$ cat config.mk
export PLATFORM = sky130hd
export DESIGN_NAME = m68k_bus_dma_flat
export DESIGN_NICKNAME = d
export VERILOG_FILES = /design/src/rtl/m68k_bus_dma_if.sv /design/src/rtl/m68k_bus_dma.sv /design/src/flat_wrapper.sv
export SDC_FILE = /design/constraint.sdc
export NUM_CORES = 1
export LEC_CHECK = 0
export BUFFER_PORTS_ARGS = -buffer_cell sky130_fd_sc_hd__buf_2
export CAP_MARGIN = 30
export CORE_MARGIN = 10
export CORE_UTILIZATION = 58
export CTS_BUF_LIST = sky130_fd_sc_hd__clkbuf_8
export CTS_CLUSTER_SIZE = 20
export DETAILED_ROUTE_END_ITERATION = 6
export GPL_ROUTABILITY_DRIVEN = 0
export PLACE_DENSITY = 0.8
export SLEW_MARGIN = 20
export SYNTH_ARGS = -nofsm -noshare
export SYNTH_HDL_FRONTEND = slang
export SYNTH_SLANG_ARGS = --single-unit
$ cat constraint.sdc
create_clock -name clk -period 3.04 [get_ports clk]
set_clock_uncertainty 0.1 [all_clocks]
set_input_delay 0.152 -clock clk [delete_from_list [all_inputs] [get_ports clk]]
set_output_delay 0.152 -clock clk [all_outputs]
set_load 0.005 [all_outputs]
$ cat src/rtl/m68k_bus_dma_if.sv
// rtl/m68k_bus_dma_if.sv - 68000-style bus initiator signal bundle
//
// Groups the arbitration pins (br_n/bg_n/bgack_n), the address/data
// strobes and the data paths of one 68000-style bus port.
//   master : the DMA engine (drives address, strobes, write data, request)
//   slave  : the arbiter/responder glue (drives grant, read data, dtack_n)
interface m68k_bus_dma_if;
  logic        br_n;
  logic        bg_n;
  logic        bgack_n;
  logic [22:0] eab;
  logic        as_n;
  logic        uds_n;
  logic        lds_n;
  logic        rw;
  logic [15:0] dout;
  logic [15:0] din;
  logic        dtack_n;

  modport master (
    output br_n, bgack_n, eab, as_n, uds_n, lds_n, rw, dout,
    input  bg_n, din, dtack_n
  );

  modport slave (
    input  br_n, bgack_n, eab, as_n, uds_n, lds_n, rw, dout,
    output bg_n, din, dtack_n
  );
endinterface

$ cat src/rtl/m68k_bus_dma.sv
// rtl/m68k_bus_dma.sv - word copy/fill DMA engine acting as a 68000-style bus initiator
//
// Takes the shared bus through BR/BG/BGACK, then moves word_count 16-bit
// words from src to dst (or writes fill_data to dst) using AS/UDS/LDS/DTACK
// bus cycles. A bus cycle that waits TIMEOUT cycles for DTACK aborts the
// command with a sticky error.
//   clk, reset        : clock, synchronous active-high reset
//   start_i           : command strobe, only sampled while idle
//   src_addr_i        : source word address
//   dst_addr_i        : destination word address
//   word_count_i      : words to move, 0 = complete immediately
//   fill_mode_i       : 1 = write fill_data_i only, no reads
//   fill_data_i       : fill value
//   busy_o            : command in progress
//   done_o            : one-cycle pulse at the end of each command
//   error_o           : sticky DTACK timeout flag
//   words_done_o      : completed writes of the current command
//   bus               : master side of the 68000-style bus
module m68k_bus_dma #(
  parameter int unsigned TIMEOUT = 255
) (
  input  logic                  clk,
  input  logic                  reset,
  input  logic                  start_i,
  input  logic [22:0]           src_addr_i,
  input  logic [22:0]           dst_addr_i,
  input  logic [15:0]           word_count_i,
  input  logic                  fill_mode_i,
  input  logic [15:0]           fill_data_i,
  output logic                  busy_o,
  output logic                  done_o,
  output logic                  error_o,
  output logic [15:0]           words_done_o,
  m68k_bus_dma_if.master        bus
);

  typedef enum logic [3:0] {
    S_IDLE, S_REQ, S_OWN, S_RD_ADDR, S_RD_STB, S_RD_END,
    S_WR_ADDR, S_WR_STB, S_WR_END, S_RELEASE
  } state_t;

  // The stall counter is cleared as the strobes fall and the abort happens
  // on the TIMEOUT-th stalled strobe cycle, so compare against TIMEOUT-1.
  localparam logic [15:0] TMO_LAST = 16'(TIMEOUT - 1);

  state_t      state_q;
  logic [22:0] src_q;
  logic [22:0] dst_q;
  logic [15:0] remain_q;
  logic        fill_mode_q;
  logic [15:0] fill_data_q;
  logic [15:0] data_q;
  logic [15:0] tmo_q;
  logic        busy_q;
  logic        done_q;
  logic        error_q;
  logic [15:0] words_done_q;
  logic        br_n_q;
  logic        bgack_n_q;
  logic [22:0] eab_q;
  logic        strb_n_q;
  logic        rw_q;
  logic [15:0] dout_q;

  always_ff @(posedge clk) begin
    if (reset) begin
      state_q      <= S_IDLE;
      src_q        <= '0;
      dst_q        <= '0;
      remain_q     <= '0;
      fill_mode_q  <= 1'b0;
      fill_data_q  <= '0;
      data_q       <= '0;
      tmo_q        <= '0;
      busy_q       <= 1'b0;
      done_q       <= 1'b0;
      error_q      <= 1'b0;
      words_done_q <= '0;
      br_n_q       <= 1'b1;
      bgack_n_q    <= 1'b1;
      eab_q        <= '0;
      strb_n_q     <= 1'b1;
      rw_q         <= 1'b1;
      dout_q       <= '0;
    end else begin
      done_q <= 1'b0;
      case (state_q)
        S_IDLE: begin
          if (start_i) begin
            error_q      <= 1'b0;
            words_done_q <= '0;
            if (word_count_i == 16'd0) begin
              done_q <= 1'b1;
            end else begin
              src_q       <= src_addr_i;
              dst_q       <= dst_addr_i;
              remain_q    <= word_count_i;
              fill_mode_q <= fill_mode_i;
              fill_data_q <= fill_data_i;
              busy_q      <= 1'b1;
              br_n_q      <= 1'b0;
              state_q     <= S_REQ;
            end
          end
        end
        S_REQ: begin
          // Wait for the previous owner's DTACK to clear before taking the bus.
          if (!bus.bg_n && bus.dtack_n) begin
            br_n_q    <= 1'b1;
            bgack_n_q <= 1'b0;
            state_q   <= S_OWN;
          end
        end
        S_OWN: begin
          if (fill_mode_q) begin
            eab_q   <= dst_q;
            rw_q    <= 1'b0;
            dout_q  <= fill_data_q;
            state_q <= S_WR_ADDR;
          end else begin
            eab_q   <= src_q;
            rw_q    <= 1'b1;
            state_q <= S_RD_ADDR;
          end
        end
        S_RD_ADDR: begin
          strb_n_q <= 1'b0;
          tmo_q    <= '0;
          state_q  <= S_RD_STB;
        end
        S_RD_STB: begin
          if (!bus.dtack_n) begin
            data_q   <= bus.din;
            strb_n_q <= 1'b1;
            state_q  <= S_RD_END;
          end else if (tmo_q == TMO_LAST) begin
            error_q   <= 1'b1;
            strb_n_q  <= 1'b1;
            bgack_n_q <= 1'b1;
            rw_q      <= 1'b1;
            done_q    <= 1'b1;
            state_q   <= S_RELEASE;
          end else begin
            tmo_q <= tmo_q + 16'd1;
          end
        end
        S_RD_END: begin
          if (bus.dtack_n) begin
            eab_q   <= dst_q;
            rw_q    <= 1'b0;
            dout_q  <= data_q;
            state_q <= S_WR_ADDR;
          end
        end
        S_WR_ADDR: begin
          strb_n_q <= 1'b0;
          tmo_q    <= '0;
          state_q  <= S_WR_STB;
        end
        S_WR_STB: begin
          if (!bus.dtack_n) begin
            strb_n_q     <= 1'b1;
            src_q        <= src_q + 23'd1;
            dst_q        <= dst_q + 23'd1;
            words_done_q <= words_done_q + 16'd1;
            remain_q     <= remain_q - 16'd1;
            state_q      <= S_WR_END;
          end else if (tmo_q == TMO_LAST) begin
            error_q   <= 1'b1;
            strb_n_q  <= 1'b1;
            bgack_n_q <= 1'b1;
            rw_q      <= 1'b1;
            done_q    <= 1'b1;
            state_q   <= S_RELEASE;
          end else begin
            tmo_q <= tmo_q + 16'd1;
          end
        end
        S_WR_END: begin
          if (bus.dtack_n) begin
            if (remain_q != 16'd0) begin
              if (fill_mode_q) begin
                eab_q   <= dst_q;
                rw_q    <= 1'b0;
                dout_q  <= fill_data_q;
                state_q <= S_WR_ADDR;
              end else begin
                eab_q   <= src_q;
                rw_q    <= 1'b1;
                state_q <= S_RD_ADDR;
              end
            end else begin
              bgack_n_q <= 1'b1;
              rw_q      <= 1'b1;
              done_q    <= 1'b1;
              state_q   <= S_RELEASE;
            end
          end
        end
        S_RELEASE: begin
          busy_q  <= 1'b0;
          state_q <= S_IDLE;
        end
        default: state_q <= S_IDLE;
      endcase
    end
  end

  assign busy_o       = busy_q;
  assign done_o       = done_q;
  assign error_o      = error_q;
  assign words_done_o = words_done_q;

  assign bus.br_n    = br_n_q;
  assign bus.bgack_n = bgack_n_q;
  assign bus.eab     = eab_q;
  assign bus.as_n    = strb_n_q;
  assign bus.uds_n   = strb_n_q;
  assign bus.lds_n   = strb_n_q;
  assign bus.rw      = rw_q;
  assign bus.dout    = dout_q;

endmodule

$ cat src/flat_wrapper.sv
// flat-port wrapper written by rule: the top's interface ports become plain ports
module m68k_bus_dma_flat 
#(
  parameter int unsigned TIMEOUT = 255
)
  (clk, reset, start_i, src_addr_i, dst_addr_i, word_count_i, fill_mode_i, fill_data_i, busy_o, done_o, error_o, words_done_o, bus_br_n, bus_bgack_n, bus_eab, bus_as_n, bus_uds_n, bus_lds_n, bus_rw, bus_dout, bus_bg_n, bus_din, bus_dtack_n);
  m68k_bus_dma_if bus_i ();
  input  logic clk;
  input  logic reset;
  input  logic start_i;
  input  logic [22:0] src_addr_i;
  input  logic [22:0] dst_addr_i;
  input  logic [15:0] word_count_i;
  input  logic fill_mode_i;
  input  logic [15:0] fill_data_i;
  output logic busy_o;
  output logic done_o;
  output logic error_o;
  output logic [15:0] words_done_o;
  output wire logic [$bits(bus_i.br_n)-1:0] bus_br_n;
  output wire logic [$bits(bus_i.bgack_n)-1:0] bus_bgack_n;
  output wire logic [$bits(bus_i.eab)-1:0] bus_eab;
  output wire logic [$bits(bus_i.as_n)-1:0] bus_as_n;
  output wire logic [$bits(bus_i.uds_n)-1:0] bus_uds_n;
  output wire logic [$bits(bus_i.lds_n)-1:0] bus_lds_n;
  output wire logic [$bits(bus_i.rw)-1:0] bus_rw;
  output wire logic [$bits(bus_i.dout)-1:0] bus_dout;
  input wire logic [$bits(bus_i.bg_n)-1:0] bus_bg_n;
  input wire logic [$bits(bus_i.din)-1:0] bus_din;
  input wire logic [$bits(bus_i.dtack_n)-1:0] bus_dtack_n;
  assign bus_br_n = bus_i.br_n;
  assign bus_bgack_n = bus_i.bgack_n;
  assign bus_eab = bus_i.eab;
  assign bus_as_n = bus_i.as_n;
  assign bus_uds_n = bus_i.uds_n;
  assign bus_lds_n = bus_i.lds_n;
  assign bus_rw = bus_i.rw;
  assign bus_dout = bus_i.dout;
  assign bus_i.bg_n = bus_bg_n;
  assign bus_i.din = bus_din;
  assign bus_i.dtack_n = bus_dtack_n;
  m68k_bus_dma #(.TIMEOUT(TIMEOUT)) u_core (.clk(clk), .reset(reset), .start_i(start_i), .src_addr_i(src_addr_i), .dst_addr_i(dst_addr_i), .word_count_i(word_count_i), .fill_mode_i(fill_mode_i), .fill_data_i(fill_data_i), .busy_o(busy_o), .done_o(done_o), .error_o(error_o), .words_done_o(words_done_o), .bus(bus_i));
endmodule
Word level (Yosys, flattened, before mapping) --
Cells that the tools add are included.
Word-level totals: memory bits (read-only) 0, bits in latches 0, logic and storage cells 143, bits in writable memories 0, memories 0, register bits after elaboration 177
Operators by class: mux-type cells 68, multiply operators 0, equal/unequal tests 22, $add $sub $neg 5, shifts and indexed selects 0, reductions and logical operators 28, div/mod/pow operators 0, $lt $le $gt $ge 0, bitwise logic cells 2
Operator list (count):
- 23-bit two-way mux | 10
- 16-bit two-way mux | 11
- 16-bit case mux with 2 select lines | 3
- 23-bit case mux with 2 select lines | 2
- 23-bit case mux with 3 select lines | 1
- 16-bit case mux with 3 select lines | 1
- 23-bit by 1-bit adder with 23-bit output, second input constant | 2
- 4-bit two-way mux | 9
- 4-bit case mux with 9 select lines | 1
- 16-bit by 1-bit adder with 16-bit output, second input constant | 2
- 1-bit two-way mux | 22
- 16-bit by 8-bit == test with 1-bit output, second input constant | 1
- 4-bit by 3-bit == test with 1-bit output, second input constant | 4
- 16-bit logical NOT | 1
- 4-bit AND reduction | 4
- 16-bit nonzero test | 1
- 16-bit by 1-bit subtractor with 16-bit output, second input constant | 1
- 2-bit inequality test, second input constant | 7
- 3-bit AND reduction | 4
- 5-bit AND reduction | 2
- 2-bit nonzero test | 5
- 4-bit by 2-bit == test with 1-bit output, second input constant | 2
- 4-bit == test, second input constant | 2
- 2-bit by 1-bit inequality test with 1-bit output, second input constant | 4
- 15 further kinds | 23

Longest topological paths before layout --
Gate-level depths: netlist of the first run.
word-level depth 4, depth in mapped cells 9, depth with buffers taken out 7

Least setup slack after synthesis of the first run --
Ideal clock, no wire load.
path kind register to register, start reg u_core.remain_q[0], end reg u_core.eab_q[10], in the netlist u_core.bus.eab[10], setup time 0.142 ns, arrival 2.265 ns, setup slack 0.533 ns, buffers on the path 2, cell stages (with the launch flop) 10, clock period less this slack 2.507 ns, cells stage by stage dfxtp_1 inv_1 ha_1 or3b_2 nor4_2 nand3_1 buf_2 clkbuf_1 a21oi_1 a311oi_1
On the way: longest elaborated chain between the ends 3
Ends and longest elaborated chain:
- start: declaration | line m68k_bus_dma.sv:49 | logic [15:0] remain_q;
- start signal: assignment | line m68k_bus_dma.sv:97 | remain_q <= word_count_i;
- start signal: assignment | line m68k_bus_dma.sv:166 | remain_q <= remain_q - 16'd1;
- 16-bit nonzero test | line m68k_bus_dma.sv:181 | if (remain_q != 16'd0) begin
- 2-bit by 1-bit inequality test with 1-bit output (no line)
- 4-bit AND reduction (no line)
- end signal: assignment | line m68k_bus_dma.sv:149 | eab_q <= dst_q;
- end signal: assignment | line m68k_bus_dma.sv:183 | eab_q <= dst_q;
- end signal: assignment | line m68k_bus_dma.sv:188 | eab_q <= src_q;
- end: declaration | line m68k_bus_dma.sv:60 | logic [22:0] eab_q;
No other way between the ends. A chain may end at the register's enable or synchronous reset.

Worst setup path in the final report of the first run --
start reg u_core.state_q[1], end reg u_core.dst_q[22]
On the way: longest elaborated chain between the ends 3, elaborated cells on any way between the ends 8, those cells by class eq/ne: 4; mux: 1; reduce/logical: 3
Ends and longest elaborated chain:
- start: declaration | line m68k_bus_dma.sv:46 | state_t state_q;
- start signal: assignment | line m68k_bus_dma.sv:67 | state_q <= S_IDLE;
- start signal: assignment | line m68k_bus_dma.sv:102 | state_q <= S_REQ;
- start signal: assignment | line m68k_bus_dma.sv:111 | state_q <= S_OWN;
- 4-bit by 3-bit == test with 1-bit output / 4-bit logical NOT (equally long branches) | line m68k_bus_dma.sv:87 | case (state_q)
- 2-bit inequality test (no line) / 2-bit nonzero test (equally long branches)
- 4-bit AND reduction (no line)
- end signal: assignment | line m68k_bus_dma.sv:96 | dst_q <= dst_addr_i;
- end signal: assignment | line m68k_bus_dma.sv:164 | dst_q <= dst_q + 23'd1;
- end: declaration | line m68k_bus_dma.sv:48 | logic [22:0] dst_q;
Parallel ways exist; a longest one is shown, timed or not.

==> results of run 1 <==
worst max-delay path by stage:
| stage | end | slack [ps] |
|---|---|---|
| after floorplan | u_core.bus.eab[10] | 530 |
| after global placement | u_core.words_done_o[15] | 480 |
| after detailed placement | u_core.dst_q[22] | 360 |
| after CTS | u_core.dst_q[22] | 330 |
| after global routing | u_core.dst_q[22] | 150 |
| final | u_core.dst_q[22] | 320 |
cell families after synthesis:
kind of cell,count (synthesis)
and+or+nand+nor,436
AOI/OAI and AO/OA,385
DFF,177
buffers and inverters,120
muxes,34
xor gates and xnor gates,14
adders and majority gates,6
cells in the mapped netlist, drive strengths merged, types with 5 or more instances:
cell    count  area [um^2]
dfxtp     177         3543
nand2     169        634.4
a21oi     133        669.4
nor2       78        292.8
clkbuf     69        259.0
o21ai      62        310.3
a211oi     43        327.8
nand3      41        205.2
mux2i      34        340.3
nor3       32        165.2
a311oi     29        254.0
buf        29        142.6
inv        22        82.58
or3        21        131.4
a31oi      20        125.1
nand4      20        125.1
nor4       20        137.6
o22ai      15        93.84
o31ai      13        97.59
o32ai      11        96.34
a21o       10        75.07
xnor2      10        87.58
or2         9        56.30
and4        8        70.07
and3        7        43.79
or4         7        52.55
a211o       6        52.55
ha          6        75.07
nand2b      5        31.28
o211ai      5        42.54
o21a        5        37.54
critical path: cells and delay by family (launching register included):
kind / cells / cell delay [ps]
compound gates: 4 / 950
simple gates: 1 / 640
flops: 1 / 560
buf+inv: 1 / 310
power by group through the flow:
stage | clock network (mW) | registers, mW | logic (mW)
after floorplan | 0 | 3.00 | 1.51
after global placement | 0 | 3.13 | 2.07
after detailed placement | 0 | 3.15 | 2.13
after CTS | 1.67 | 3.10 | 2.22
after global routing | 1.76 | 3.16 | 2.50
final | 1.66 | 3.11 | 2.27
through the flow:
step	setup WS, ps	power (mW)	hold slack (ps)	cell area (um^2)	instances
6_report	318.7	7.044	11.62	11390	1595
5_1_grt	153.9	7.420	9.740	11390	1595
4_1_cts	328.8	6.986	1.023	11380	1594
3_5_place_dp	364.8	5.273	292.7	10140	1478
3_3_place_gp	484.5	5.205	289.2	10140	1478
2_1_floorplan	533.3	4.513	188.0	9151	1172
flip-flops by register name, indices dropped and copies added (netlist names), 4 cells and up:
register / count
u_core.dst_q: 23
u_core.words_done_o: 16
u_core.bus.dout: 16
u_core.fill_data_q: 16
u_core.bus.eab: 23
u_core.src_q: 23
u_core.remain_q: 16
u_core.tmo_q: 16
u_core.data_q: 16
u_core.state_q: 4
per-layer routing:
layer | up-vias | routed length, um
met2 | 499 | 14040
met4 | 0 | 693
met3 | 64 | 2549
met5 | - | 0
met1 | 4670 | 12580
li1 | 4737 | -
final cells by class:
class                      count  area, um^2  share of cell area, %
clock inverter                14       151.4                  1.329
multi-input combinational    875        5144                  45.16
tap                          211       264.0                  2.318
clock buffer                  18       247.7                  2.175
inverter                      22       82.58                 0.7250
timing repair buffer         278        1957                  17.18
sequential                   177        3543                  31.11
timing repair:
item,in CTS,in global routing
hold buffers,84,1
hold endpoints to repair,84,1
buffers inserted,0,0
==> reports/qor.json, run 1 <==
{
  "timing.reg2reg.setup_slack": {"value": 320, "unit": "ps"},
  "coreArea": {"value": 15310, "unit": "um^2"},
  "r2r.worst_path.cells": {"value": 6},
  "layout_common_cells": {"value": "dfxtp_1 (177), nand2_1 (169), buf_2 (162)"},
  "avgRoutedWirePerCell": {"value": 18.72, "unit": "um"},
  "maximum_number_of_pins_on_one_net_before_global_route_repair": {"value": 106},
  "io_buffers": {"value": 163},
  "critPathRequiredTime": {"value": 3270, "unit": "ps"},
  "dr_total_vias": {"value": 9970},
  "clkTransAtPathRegs": {"value": 100, "unit": "ps"},
  "relSlewSlack": {"value": 44.26, "unit": "%"},
  "startpoint_of_the_worst_slack_reg_to_reg_timing_path": {"value": "u_core.state_q[1]"},
  "timing.critical_path.arrival": {"value": 2950, "unit": "ps"},
  "synth.yosys.seq_area_share": {"value": 38.72, "unit": "%"},
  "crit-reg2reg-capture": {"value": "u_core.dst_q[22]"},
  "finish.utilization": {"value": 74.37, "unit": "%"},
  "netlist-cell-type-count": {"value": 72},
  "boundaryPins": {"value": 164},
  "timing.critical_path.fanout_max": {"value": 25},
  "p_seq_share": {"value": 44.2, "unit": "%"},
  "worst_setup_path_end_kind": {"value": "flip-flop"},
  "main_combinational_cell_family_by_area_after_synthesis": {"value": "compound AO/OA/AOI/OAI gates"},
  "worst_path_max_delay_cell": {"value": "or4b_4"},
  "floorplan.die.width": {"value": 145.6, "unit": "um"},
  "drv_slew": {"value": 0},
  "setup_total_negative_slack": {"value": 0, "unit": "ps"},
  "min_period": {"value": 2721, "unit": "ps"},
  "cts_resized": {"value": 0},
  "synth_area_per_cell": {"value": 7.808, "unit": "um^2"},
  "post_synth_fa_ha_maj_area_fraction": {"value": 0.8203, "unit": "%"},
  "cts_tree": {"value": "built"},
  "p_per_area": {"value": 618.4, "unit": "nW/um^2"},
  "grt.met1_usage": {"value": 35.11, "unit": "%"},
  "netlist_instances": {"value": 1172},
  "fraction_of_layout_cells_with_a_size_suffix_above_1": {"value": 18.21, "unit": "%"},
  "synth_edf_count": {"value": 0},
  "placement_rows": {"value": 45},
  "max_stage_delay": {"value": 640, "unit": "ps"},
  "p_leak": {"value": 4.111, "unit": "nW"},
  "dp_hpwl": {"value": 19300, "unit": "um"},
  "unrepaired_setup_endpoints_after_global_routing": {"value": "no"},
  "power.switching_fraction": {"value": 38.59, "unit": "%"},
  "layout_commonest_cell": {"value": "dfxtp_1"},
  "tritoncts_num_sinks": {"value": 177},
  "antenna_found_initial": {"value": 0},
  "critPathLaunchType": {"value": "flip-flop"},
  "synth_mux_area_share": {"value": 3.719, "unit": "%"},
  "whs_path_depth": {"value": 3},
  "global_route.overflow_total": {"value": 0},
  "ys_dominant_reg_cell": {"value": "dfxtp_1"},
  "cts-buffers-inserted": {"value": 17},
  "drt_drc_violations_left": {"value": 0},
  "fmax": {"value": 0.3675, "unit": "GHz"},
  "clock_latency": {"value": 480, "unit": "ps"},
  "synth_xor_xnor_area_share": {"value": 1.340, "unit": "%"},
  "post_synth_and_or_nand_nor_area_fraction": {"value": 23.04, "unit": "%"},
  "asyncSetResetFlopFracSynth": {"value": 0, "unit": "%"},
  "worst_pin_slew": {"value": 828.5, "unit": "ps"},
  "hold-path-endpoint": {"value": "u_core.src_q[13]"},
  "die-height": {"value": 145.6, "unit": "um"},
  "setup_viol": {"value": 0},
  "critPathLaunch": {"value": "u_core.state_q[1]"},
  "status": {"value": "finished clean"},
  "via_count_of_the_first_global_routing_pass": {"value": 9329},
  "vias_per_cell": {"value": 6.251},
  "cellInternalPower": {"value": 4.326, "unit": "mW"},
  "ys_ff_latch": {"value": 177},
  "yosysWarnings": {"value": 0},
  "areaGrowthSynthToFinish": {"value": 24.46, "unit": "%"},
  "synth_compound_area_share": {"value": 27.07, "unit": "%"},
  "switchingPower": {"value": 2.718, "unit": "mW"},
  "num-nets-final": {"value": 1477},
  "max_cap_violations": {"value": 0},
  "drt.antenna.violating_nets": {"value": 0},
  "cp_cell_sequence": {"value": "or4b_4 > a21o_1 > a21oi_4 > buf_4 > a21oi_1 > a2111oi_0"},
  "critPathKind": {"value": "flip-flop to flip-flop"},
  "detail_route.first_pass.iterations": {"value": 6},
  "worst_hold_startpoint": {"value": "src_addr_i[13]"},
  "clock_path_buffers": {"value": 2},
  "htree_num_levels": {"value": 4},
  "final_hold_viol_count": {"value": 0},
  "floorplan.die_area": {"value": 21200, "unit": "um^2"},
  "grt-busiest-layer": {"value": "met2"},
  "drtIter0Drc": {"value": 1240},
  "pwr-share-comb": {"value": 32.2, "unit": "%"},
  "synth_fp_nets": {"value": 1278},
  "ctsRootBufferMaster": {"value": "clkbuf_8"},
  "class_of_the_most_critical_hold_timing_path": {"value": "primary input to flip-flop"},
  "met2_usage": {"value": 42.48, "unit": "%"},
  "clockPowerShare": {"value": 23.6, "unit": "%"},
  "grt_first_pass_wirelength": {"value": 48000, "unit": "um"},
  "num-fill-cells": {"value": 1182},
  "netlist_area": {"value": 9151, "unit": "um^2"},
  "grt.total_usage": {"value": 26.78, "unit": "%"},
  "antenna_cells": {"value": 0},
  "initial_utilization": {"value": 59.75, "unit": "%"},
  "drt-total-wl": {"value": 29860, "unit": "um"},
  "fin_crit_sh": {"value": 89.52, "unit": "%"},
  "use_met3": {"value": 6.116, "unit": "%"},
  "power.ir.vdd_worst": {"value": 420.6, "unit": "uV"}
}
Note: power is estimated with default switching activity, not from simulation.
==> run 2, diff against run 1 <==
--- a/config.mk
+++ b/config.mk
@@ -8,12 +8,12 @@
 export BUFFER_PORTS_ARGS = -buffer_cell sky130_fd_sc_hd__buf_2
 export CAP_MARGIN = 30
 export CORE_MARGIN = 10
-export CORE_UTILIZATION = 58
+export CORE_UTILIZATION = 53
 export CTS_BUF_LIST = sky130_fd_sc_hd__clkbuf_8
 export CTS_CLUSTER_SIZE = 20
 export DETAILED_ROUTE_END_ITERATION = 6
 export GPL_ROUTABILITY_DRIVEN = 0
-export PLACE_DENSITY = 0.8
+export PLACE_DENSITY = 0.77
 export SLEW_MARGIN = 20
 export SYNTH_ARGS = -nofsm -noshare
 export SYNTH_HDL_FRONTEND = slang
==> constraint.sdc (replaced) <==
create_clock -name clk -period 2.41 [get_ports clk]
set_clock_uncertainty 0.1 [all_clocks]
set_input_delay 0.1205 -clock clk [delete_from_list [all_inputs] [get_ports clk]]
set_output_delay 0.1205 -clock clk [all_outputs]
set_load 0.005 [all_outputs]
==> run 2 against run 1 <==
  * Clock power is 28% higher
  * Core utilization is 2.1 points lower
  * Sequential power is 23% higher
  * Flip-flop and latch count stayed put
  * Cell count is 3.6% higher
  * Design area is 6.3% higher
  * Setup slack worse by 260 ps
  * First-iteration DRC count is 12% lower
  * Sequential share of layout area is 1.8 points lower
  * Critical path type is now primary input to flip-flop
  * Largest cell class unchanged
==> reports/qor.json, run 2 (synthesis results as in run 1) <==
{
  "status": {"value": "finished clean"},
  "fin_crit_sh": {"value": 97.53, "unit": "%"},
  "cts_tree": {"value": "built"},
  "min_period": {"value": 2350, "unit": "ps"},
  "final_design_area_excluding_fillers": {"value": 12110, "unit": "um^2", "change": "+6.3%"},
  "class_of_the_most_critical_hold_timing_path": {"value": "primary input to flip-flop"},
  "grt.total_usage": {"value": 25.40, "unit": "%", "change": "-1.4 points"},
  "cts-buffers-inserted": {"value": 17, "change": "unchanged"},
  "initial_utilization": {"value": 54.60, "unit": "%", "change": "-5.2 points"},
  "die-height": {"value": 151.4, "unit": "um", "change": "+4.0%"},
  "dp_hpwl": {"value": 20280, "unit": "um", "change": "+5.1%"},
  "worst_hold_startpoint": {"value": "dst_addr_i[19]"},
  "layout_commonest_cell": {"value": "dfxtp_1"},
  "areaGrowthSynthToFinish": {"value": 32.36, "unit": "%"},
  "drv_slew": {"value": 0, "change": "unchanged"},
  "floorplan.die_area": {"value": 22920, "unit": "um^2", "change": "+8.1%"},
  "detail_route.first_pass.iterations": {"value": 6, "change": "unchanged"},
  "holdWs": {"value": 44.83, "unit": "ps", "change": "+33.21 ps"},
  "setup_total_negative_slack": {"value": 0, "unit": "ps", "change": "unchanged"},
  "final-instance-count-excl-fill": {"value": 1653, "change": "+3.6%"},
  "via_count_of_the_first_global_routing_pass": {"value": 9469, "change": "+1.5%"},
  "power.ir.vdd_worst": {"value": 485.9, "unit": "uV", "change": "+16%"},
  "grt.met1_usage": {"value": 33.44, "unit": "%", "change": "-1.7 points"},
  "timing.critical_path.arrival": {"value": 2620, "unit": "ps", "change": "-330 ps"},
  "startpoint_of_the_worst_slack_reg_to_reg_timing_path": {"value": "u_core.remain_q[0]"},
  "relSlewSlack": {"value": 33.86, "unit": "%", "change": "-10 points"},
  "io_buffers": {"value": 163, "change": "unchanged"},
  "global_route.overflow_total": {"value": 0, "change": "unchanged"},
  "finish.utilization": {"value": 72.27, "unit": "%", "change": "-2.1 points"},
  "grt-busiest-layer": {"value": "met2"},
  "use_met3": {"value": 5.131, "unit": "%", "change": "-0.98 points"},
  "clkTransAtPathRegs": {"value": 90, "unit": "ps", "change": "about the same"},
  "maximum_number_of_pins_on_one_net_before_global_route_repair": {"value": 95, "change": "-10%"},
  "boundaryPins": {"value": 164, "change": "unchanged"},
  "hold-path-endpoint": {"value": "u_core.dst_q[19]"},
  "whs_path_depth": {"value": 4, "change": "+1"},
  "worst_pin_slew": {"value": 983.0, "unit": "ps", "change": "+154.5 ps"},
  "coreArea": {"value": 16760, "unit": "um^2", "change": "+9.4%"},
  "unrepaired_setup_endpoints_after_global_routing": {"value": "yes"},
  "final_hold_viol_count": {"value": 0, "change": "unchanged"},
  "preCtsSetupSlack": {"value": 20.42, "unit": "ps", "change": "-344.4 ps"},
  "critPathRequiredTime": {"value": 2680, "unit": "ps", "change": "-590 ps"},
  "htree_num_levels": {"value": 4, "change": "unchanged"},
  "dpl_cell_area": {"value": 10490, "unit": "um^2", "change": "+3.4%"},
  "placement_rows": {"value": 47, "change": "+4.4%"},
  "clock_latency": {"value": 480, "unit": "ps", "change": "about the same"},
  "avgRoutedWirePerCell": {"value": 18.82, "unit": "um", "change": "+0.55%"},
  "numPlacedInstances": {"value": 1519, "change": "+2.8%"},
  "p_total": {"value": 9.266, "unit": "mW", "change": "+32%"},
  "floorplan.die.width": {"value": 151.4, "unit": "um", "change": "+4.0%"},
  "cellInternalPower": {"value": 5.630, "unit": "mW", "change": "+30%"},
  "tritoncts_num_sinks": {"value": 177, "change": "unchanged"},
  "fmax": {"value": 0.4255, "unit": "GHz"},
  "clock_path_buffers": {"value": 2, "change": "unchanged"},
  "switchingPower": {"value": 3.636, "unit": "mW", "change": "+34%"},
  "p_per_area": {"value": 765.0, "unit": "nW/um^2", "change": "+24%"},
  "critPathKind": {"value": "primary input to flip-flop"},
  "num-nets-final": {"value": 1525, "change": "+3.2%"},
  "setup_viol": {"value": 0, "change": "unchanged"},
  "crit-reg2reg-capture": {"value": "u_core.bus.dout[4]"},
  "drt.antenna.violating_nets": {"value": 0, "change": "unchanged"},
  "layout_common_cells": {"value": "dfxtp_1 (175), nand2_1 (169), buf_2 (162)"},
  "dr_total_vias": {"value": 10210, "change": "+2.4%"},
  "critPathLaunchType": {"value": "primary input"},
  "worst_setup_path_end_kind": {"value": "flip-flop"},
  "post-route-worst-setup-slack": {"value": 59.57, "unit": "ps", "change": "-259.1 ps"},
  "drt_drc_violations_left": {"value": 0, "change": "unchanged"},
  "timing.critical_path.fanout_max": {"value": 8, "change": "-68%"},
  "clockPowerShare": {"value": 22.9, "unit": "%", "change": "-0.7 points"},
  "timing.reg2reg.setup_slack": {"value": 90, "unit": "ps", "change": "-230 ps"},
  "antenna_found_initial": {"value": 1, "change": "+1"},
  "max_cap_violations": {"value": 0, "change": "unchanged"},
  "drt-total-wl": {"value": 31120, "unit": "um", "change": "+4.2%"},
  "r2r.worst_path.cells": {"value": 8, "change": "+2"},
  "power.switching_fraction": {"value": 39.24, "unit": "%", "change": "+0.65 points"},
  "p_leak": {"value": 4.433, "unit": "nW", "change": "+7.8%"},
  "vias_per_cell": {"value": 6.177, "change": "-1.2%"},
  "ctsRootBufferMaster": {"value": "clkbuf_8"},
  "p_seq_share": {"value": 41.3, "unit": "%", "change": "-2.9 points"},
  "met2_usage": {"value": 40.32, "unit": "%", "change": "-2.2 points"},
  "drtIter0Drc": {"value": 1097, "change": "-12%"},
  "pwr-share-comb": {"value": 35.8, "unit": "%", "change": "+3.6 points"},
  "fraction_of_layout_cells_with_a_size_suffix_above_1": {"value": 21.86, "unit": "%", "change": "+3.6 points"},
  "grt_first_pass_wirelength": {"value": 48090, "unit": "um", "change": "+0.19%"}
}
[run 2: cell types whose count changed in the layout (fill, tap and decap cells not counted), sizes merged]
| cell | previous run | this run |
|---|---|---|
| dlygate4sd3 | 85 | 94 |
| buf | 193 | 229 |
| clkinvlp | 2 | 1 |
| clkinv | 4 | 7 |
| clkbuf | 18 | 20 |
| diode | 0 | 1 |
| bufinv | 1 | 0 |
[run 2: power by group through the flow]
stage          Clock, mW  Combinational [mW]  Sequential [mW]
6_report            2.12                3.32             3.83
5_1_grt             2.25                3.63             3.88
4_1_cts             2.14                3.17             3.80
3_5_place_dp           0                3.04             3.86
3_3_place_gp           0                2.98             3.86
2_1_floorplan          0                1.92             3.79
[run 2: how the worst max path moves through the flow]
stage / startpoint / endpoint / slack, ps / depth (start not counted)
finish: word_count_i[1] / u_core.dst_q[19] / 60 / 8
global route: u_core.state_q[0] / u_core.bus.dout[13] / -30 / 8
CTS: u_core.remain_q[1] / u_core.bus.dout[1] / 40 / 8
floorplan: u_core.remain_q[0] / u_core.bus.eab[10] / 5 / 9
global placement: u_core.tmo_q[12] / u_core.done_o / 160 / 5
detailed placement: u_core.tmo_q[12] / u_core.done_o / 20 / 5
[run 2: worst max-delay path, stage by stage]
cell           delay, ps
dlygate4sd3_1        540
buf_2                140
nor4_1               510
nand4_1              350
o21ai_2              400
buf_4                240
a21oi_1               50
o221a_2              260
[run 2: cell type report]
type	count	area, um^2
multi-input combinational	875	5305
fill	1246	4647
sequential	177	3546
timing repair buffer	326	2487
tap	220	275.3
clock buffer	17	234.0
clock inverter	15	180.2
inverter	22	82.58
antenna	1	2.502
[run 2: per-layer routing]
layer  vias up  wire length, um
met5         -                0
met3        70             2760
li1       4842                -
met4         0              909
met1      4774            12870
met2       525            14580
[run 2: what timing repair did]
action                                  4_1_cts  5_1_grt
endpoints found under the setup margin        1       44
endpoints found under the hold margin        99        0
gates cloned                                  0        5
pin swaps                                     0        3
gates resized for setup                       1       25
setup buffers                                 0        2
hold buffers                                 94        0
==> run 3, diff against run 2 <==
--- a/config.mk
+++ b/config.mk
@@ -8,12 +8,13 @@
 export BUFFER_PORTS_ARGS = -buffer_cell sky130_fd_sc_hd__buf_2
 export CAP_MARGIN = 30
 export CORE_MARGIN = 10
-export CORE_UTILIZATION = 53
+export CORE_UTILIZATION = 63
 export CTS_BUF_LIST = sky130_fd_sc_hd__clkbuf_8
 export CTS_CLUSTER_SIZE = 20
 export DETAILED_ROUTE_END_ITERATION = 6
 export GPL_ROUTABILITY_DRIVEN = 0
-export PLACE_DENSITY = 0.77
+export HOLD_SLACK_MARGIN = 0.05
+export PLACE_DENSITY = 0.87
 export SLEW_MARGIN = 20
 export SYNTH_ARGS = -nofsm -noshare
 export SYNTH_HDL_FRONTEND = slang
==> constraint.sdc (replaced) <==
create_clock -name clk -period 3 [get_ports clk]
set_clock_uncertainty 0.1 [all_clocks]
set_input_delay 0.15 -clock clk [delete_from_list [all_inputs] [get_ports clk]]
set_output_delay 0.15 -clock clk [all_outputs]
set_load 0.005 [all_outputs]
==> run 3 against run 2 <==
  * The run now ends with design-rule violations left
  * Sequential share of layout area up 1.5 points
  * Cell count down 4.2%
  * Flip-flop and latch count stayed put
  * Clock power decreased by 21%
  * Setup slack improved by 140 ps
  * Count of clock-buffer cells in the layout unchanged
  * First-iteration DRC count increased by 45%
  * Wire length shrank 0.29%
  * Total power shrank 22%
  * Largest cell class unchanged
  * Largest power group unchanged
==> reports/qor.json, run 3 (synthesis results as in run 1) <==
{
  "coreArea": {"value": 14040, "unit": "um^2", "change": "-16%"},
  "cts_tree": {"value": "built"},
  "cts-buffers-inserted": {"value": 17, "change": "unchanged"},
  "failed_checks": {"value": "design-rule violations"},
  "grt.total_usage": {"value": 29.92, "unit": "%", "change": "+4.5 points"},
  "final_hold_viol_count": {"value": 0, "change": "unchanged"},
  "max_cap_violations": {"value": 0, "change": "unchanged"},
  "class_of_the_most_critical_hold_timing_path": {"value": "primary input to flip-flop"},
  "worst_path_max_delay_cell": {"value": "dlygate4sd3_1"},
  "clock_latency": {"value": 500, "unit": "ps", "change": "+20 ps"},
  "fmax": {"value": 0.3568, "unit": "GHz"},
  "boundaryPins": {"value": 164, "change": "unchanged"},
  "num-fill-cells": {"value": 872, "change": "-30%"},
  "critPathLaunchType": {"value": "flip-flop"},
  "global_route.overflow_total": {"value": 0, "change": "unchanged"},
  "p_per_area": {"value": 625.3, "unit": "nW/um^2", "change": "-18%"},
  "via_count_of_the_first_global_routing_pass": {"value": 9698, "change": "+2.4%"},
  "drv_slew": {"value": 0, "change": "unchanged"},
  "p_total": {"value": 7.206, "unit": "mW", "change": "-22%"},
  "unrepaired_setup_endpoints_after_global_routing": {"value": "no"},
  "setup_total_negative_slack": {"value": 0, "unit": "ps", "change": "unchanged"},
  "avgRoutedWirePerCell": {"value": 19.59, "unit": "um", "change": "+4.1%"},
  "setup_viol": {"value": 0, "change": "unchanged"},
  "min_period": {"value": 2803, "unit": "ps"},
  "maximum_number_of_pins_on_one_net_before_global_route_repair": {"value": 74, "change": "-22%"},
  "relSlewSlack": {"value": 52.39, "unit": "%", "change": "+19 points"},
  "cp_cell_sequence": {"value": "ha_1 > nand3_1 > nor4_1 > buf_4 > nand3_1 > a21o_1 > a21oi_1 > dlygate4sd3_1"},
  "drt.antenna.violating_nets": {"value": 0, "change": "unchanged"},
  "vias_per_cell": {"value": 6.515, "change": "+5.5%"},
  "tritoncts_num_sinks": {"value": 177, "change": "unchanged"},
  "io_buffers": {"value": 163, "change": "unchanged"},
  "drt-total-wl": {"value": 31020, "unit": "um", "change": "-0.29%"},
  "htree_num_levels": {"value": 4, "change": "unchanged"},
  "clkTransAtPathRegs": {"value": 100, "unit": "ps", "change": "about the same"},
  "initial_utilization": {"value": 65.17, "unit": "%", "change": "+11 points"},
  "worst_setup_path_end_kind": {"value": "flip-flop"},
  "critPathRequiredTime": {"value": 3340, "unit": "ps", "change": "+660 ps"},
  "power.ir.vdd_worst": {"value": 512.1, "unit": "uV", "change": "+5.4%"},
  "placement_rows": {"value": 43, "change": "-8.5%"},
  "floorplan.die_area": {"value": 19750, "unit": "um^2", "change": "-14%"},
  "finish.utilization": {"value": 82.06, "unit": "%", "change": "+9.8 points"},
  "detail_route.first_pass.iterations": {"value": 7, "change": "+1"},
  "grt_first_pass_wirelength": {"value": 49540, "unit": "um", "change": "+3.0%"},
  "max_stage_delay": {"value": 570, "unit": "ps", "change": "+30 ps"},
  "timing.critical_path.arrival": {"value": 3140, "unit": "ps", "change": "+520 ps"},
  "critPathKind": {"value": "flip-flop to flip-flop"},
  "layout_common_cells": {"value": "dfxtp_1 (175), nand2_1 (169), buf_2 (162)"},
  "antenna_found_initial": {"value": 1, "change": "unchanged"},
  "fin_crit_sh": {"value": 93.43, "unit": "%"},
  "num-nets-final": {"value": 1496, "change": "-1.9%"},
  "areaGrowthSynthToFinish": {"value": 25.92, "unit": "%"},
  "critPathMostFrequentCell": {"value": "nand3_1"},
  "clock_path_buffers": {"value": 2, "change": "unchanged"},
  "multiInputGateArea": {"value": 5159, "unit": "um^2", "change": "-2.8%"},
  "layout.area.seq": {"value": 3546, "unit": "um^2", "change": "unchanged"},
  "die-height": {"value": 140.5, "unit": "um", "change": "-7.2%"},
  "drt_drc_violations_left": {"value": 12, "change": "+12"},
  "floorplan.die.width": {"value": 140.5, "unit": "um", "change": "-7.2%"},
  "status": {"value": "finished, violations left"},
  "dp_hpwl": {"value": 19520, "unit": "um", "change": "-3.7%"},
  "fraction_of_layout_cells_with_a_size_suffix_above_1": {"value": 18.60, "unit": "%", "change": "-3.3 points"},
  "holdWs": {"value": 76.28, "unit": "ps", "change": "+31.45 ps"},
  "layout_commonest_cell": {"value": "dfxtp_1"},
  "drtIter0Drc": {"value": 1596, "change": "+45%"},
  "ctsRootBufferMaster": {"value": "clkbuf_8"},
  "timing.critical_path.fanout_max": {"value": 7, "change": "-1"},
  "dr_total_vias": {"value": 10320, "change": "+1.1%"},
  "worst_pin_slew": {"value": 696.1, "unit": "ps", "change": "-286.9 ps"},
  "p_leak": {"value": 4.188, "unit": "nW", "change": "-5.5%"}
}
-- run 3: cell count changes in the layout (fill, tap and decap cells not counted), moves of 3 or more --
cell,previous run,this run
buf_12,12,3
clkbuf_16,3,0
a31oi_2,7,0
buf_4,53,34
a31oi_1,9,20
dlygate4sd3_1,94,98
a31oi_4,4,0
-- run 3: power by group --
part           switching [mW]  internal [mW]  total, mW
logic                    1.39          0.990       2.38
registers               0.423           2.73       3.16
clock network            1.04          0.630       1.67
-- run 3: path summary, 6_finish.rpt --
kind                          start                     end  slack, ps  depth (start not counted)
max                 u_core.dst_q[0]        u_core.dst_q[18]        200                          8
min                  src_addr_i[21]        u_core.src_q[21]         80                          4
max reg2reg         u_core.dst_q[0]        u_core.dst_q[18]        200                          8
min reg2reg  u_core.fill_data_q[15]  u_core.fill_data_q[15]        360                          2
-- run 3: repair_timing --
action	in CTS	in global routing
buffers inserted	0	2
endpoints found under the setup margin	0	2
hold endpoints to repair	96	0
resized for setup	0	4
hold buffers	98	0
-- run 3: metrics by stage --
stage | setup slack [ps] | std cells | area (um^2)
floorplan | 493.3 | 1172 | 9151
global placement | 464.6 | 1451 | 10110
detailed placement | 395.2 | 1451 | 10110
CTS | 41.94 | 1581 | 11490
global route | 65.27 | 1584 | 11520
finish | 197.0 | 1584 | 11520
-- run 3: layout make-up --
type,count,area share (%)
diodes,1,0.02172
clock buffers,17,2.030
clock inverters,15,1.455
inverters,22,0.7166
multi-input cells,875,44.77
flip-flops and latches,177,30.77
well taps,180,1.954
repair buffers,297,18.28
-- run 3: critical path, delay by kind of cell, from the launching register on --
family,cells,cell delay [ps]
simple gates,3,800
compound gates,2,330
buf+inv,2,820
fa+ha+maj,1,240
flops,1,460
-- run 3: metal layers --
layer | GRT usage (%) | vias to the layer above | part of all wire (%)
li1 | - | 4784 | -
met1 | 37.06 | 4738 | 39
met2 | 48.99 | 693 | 48
met3 | 6.389 | 105 | 10
met4 | 12.88 | 0 | 3.1
met5 | 0 | - | 0
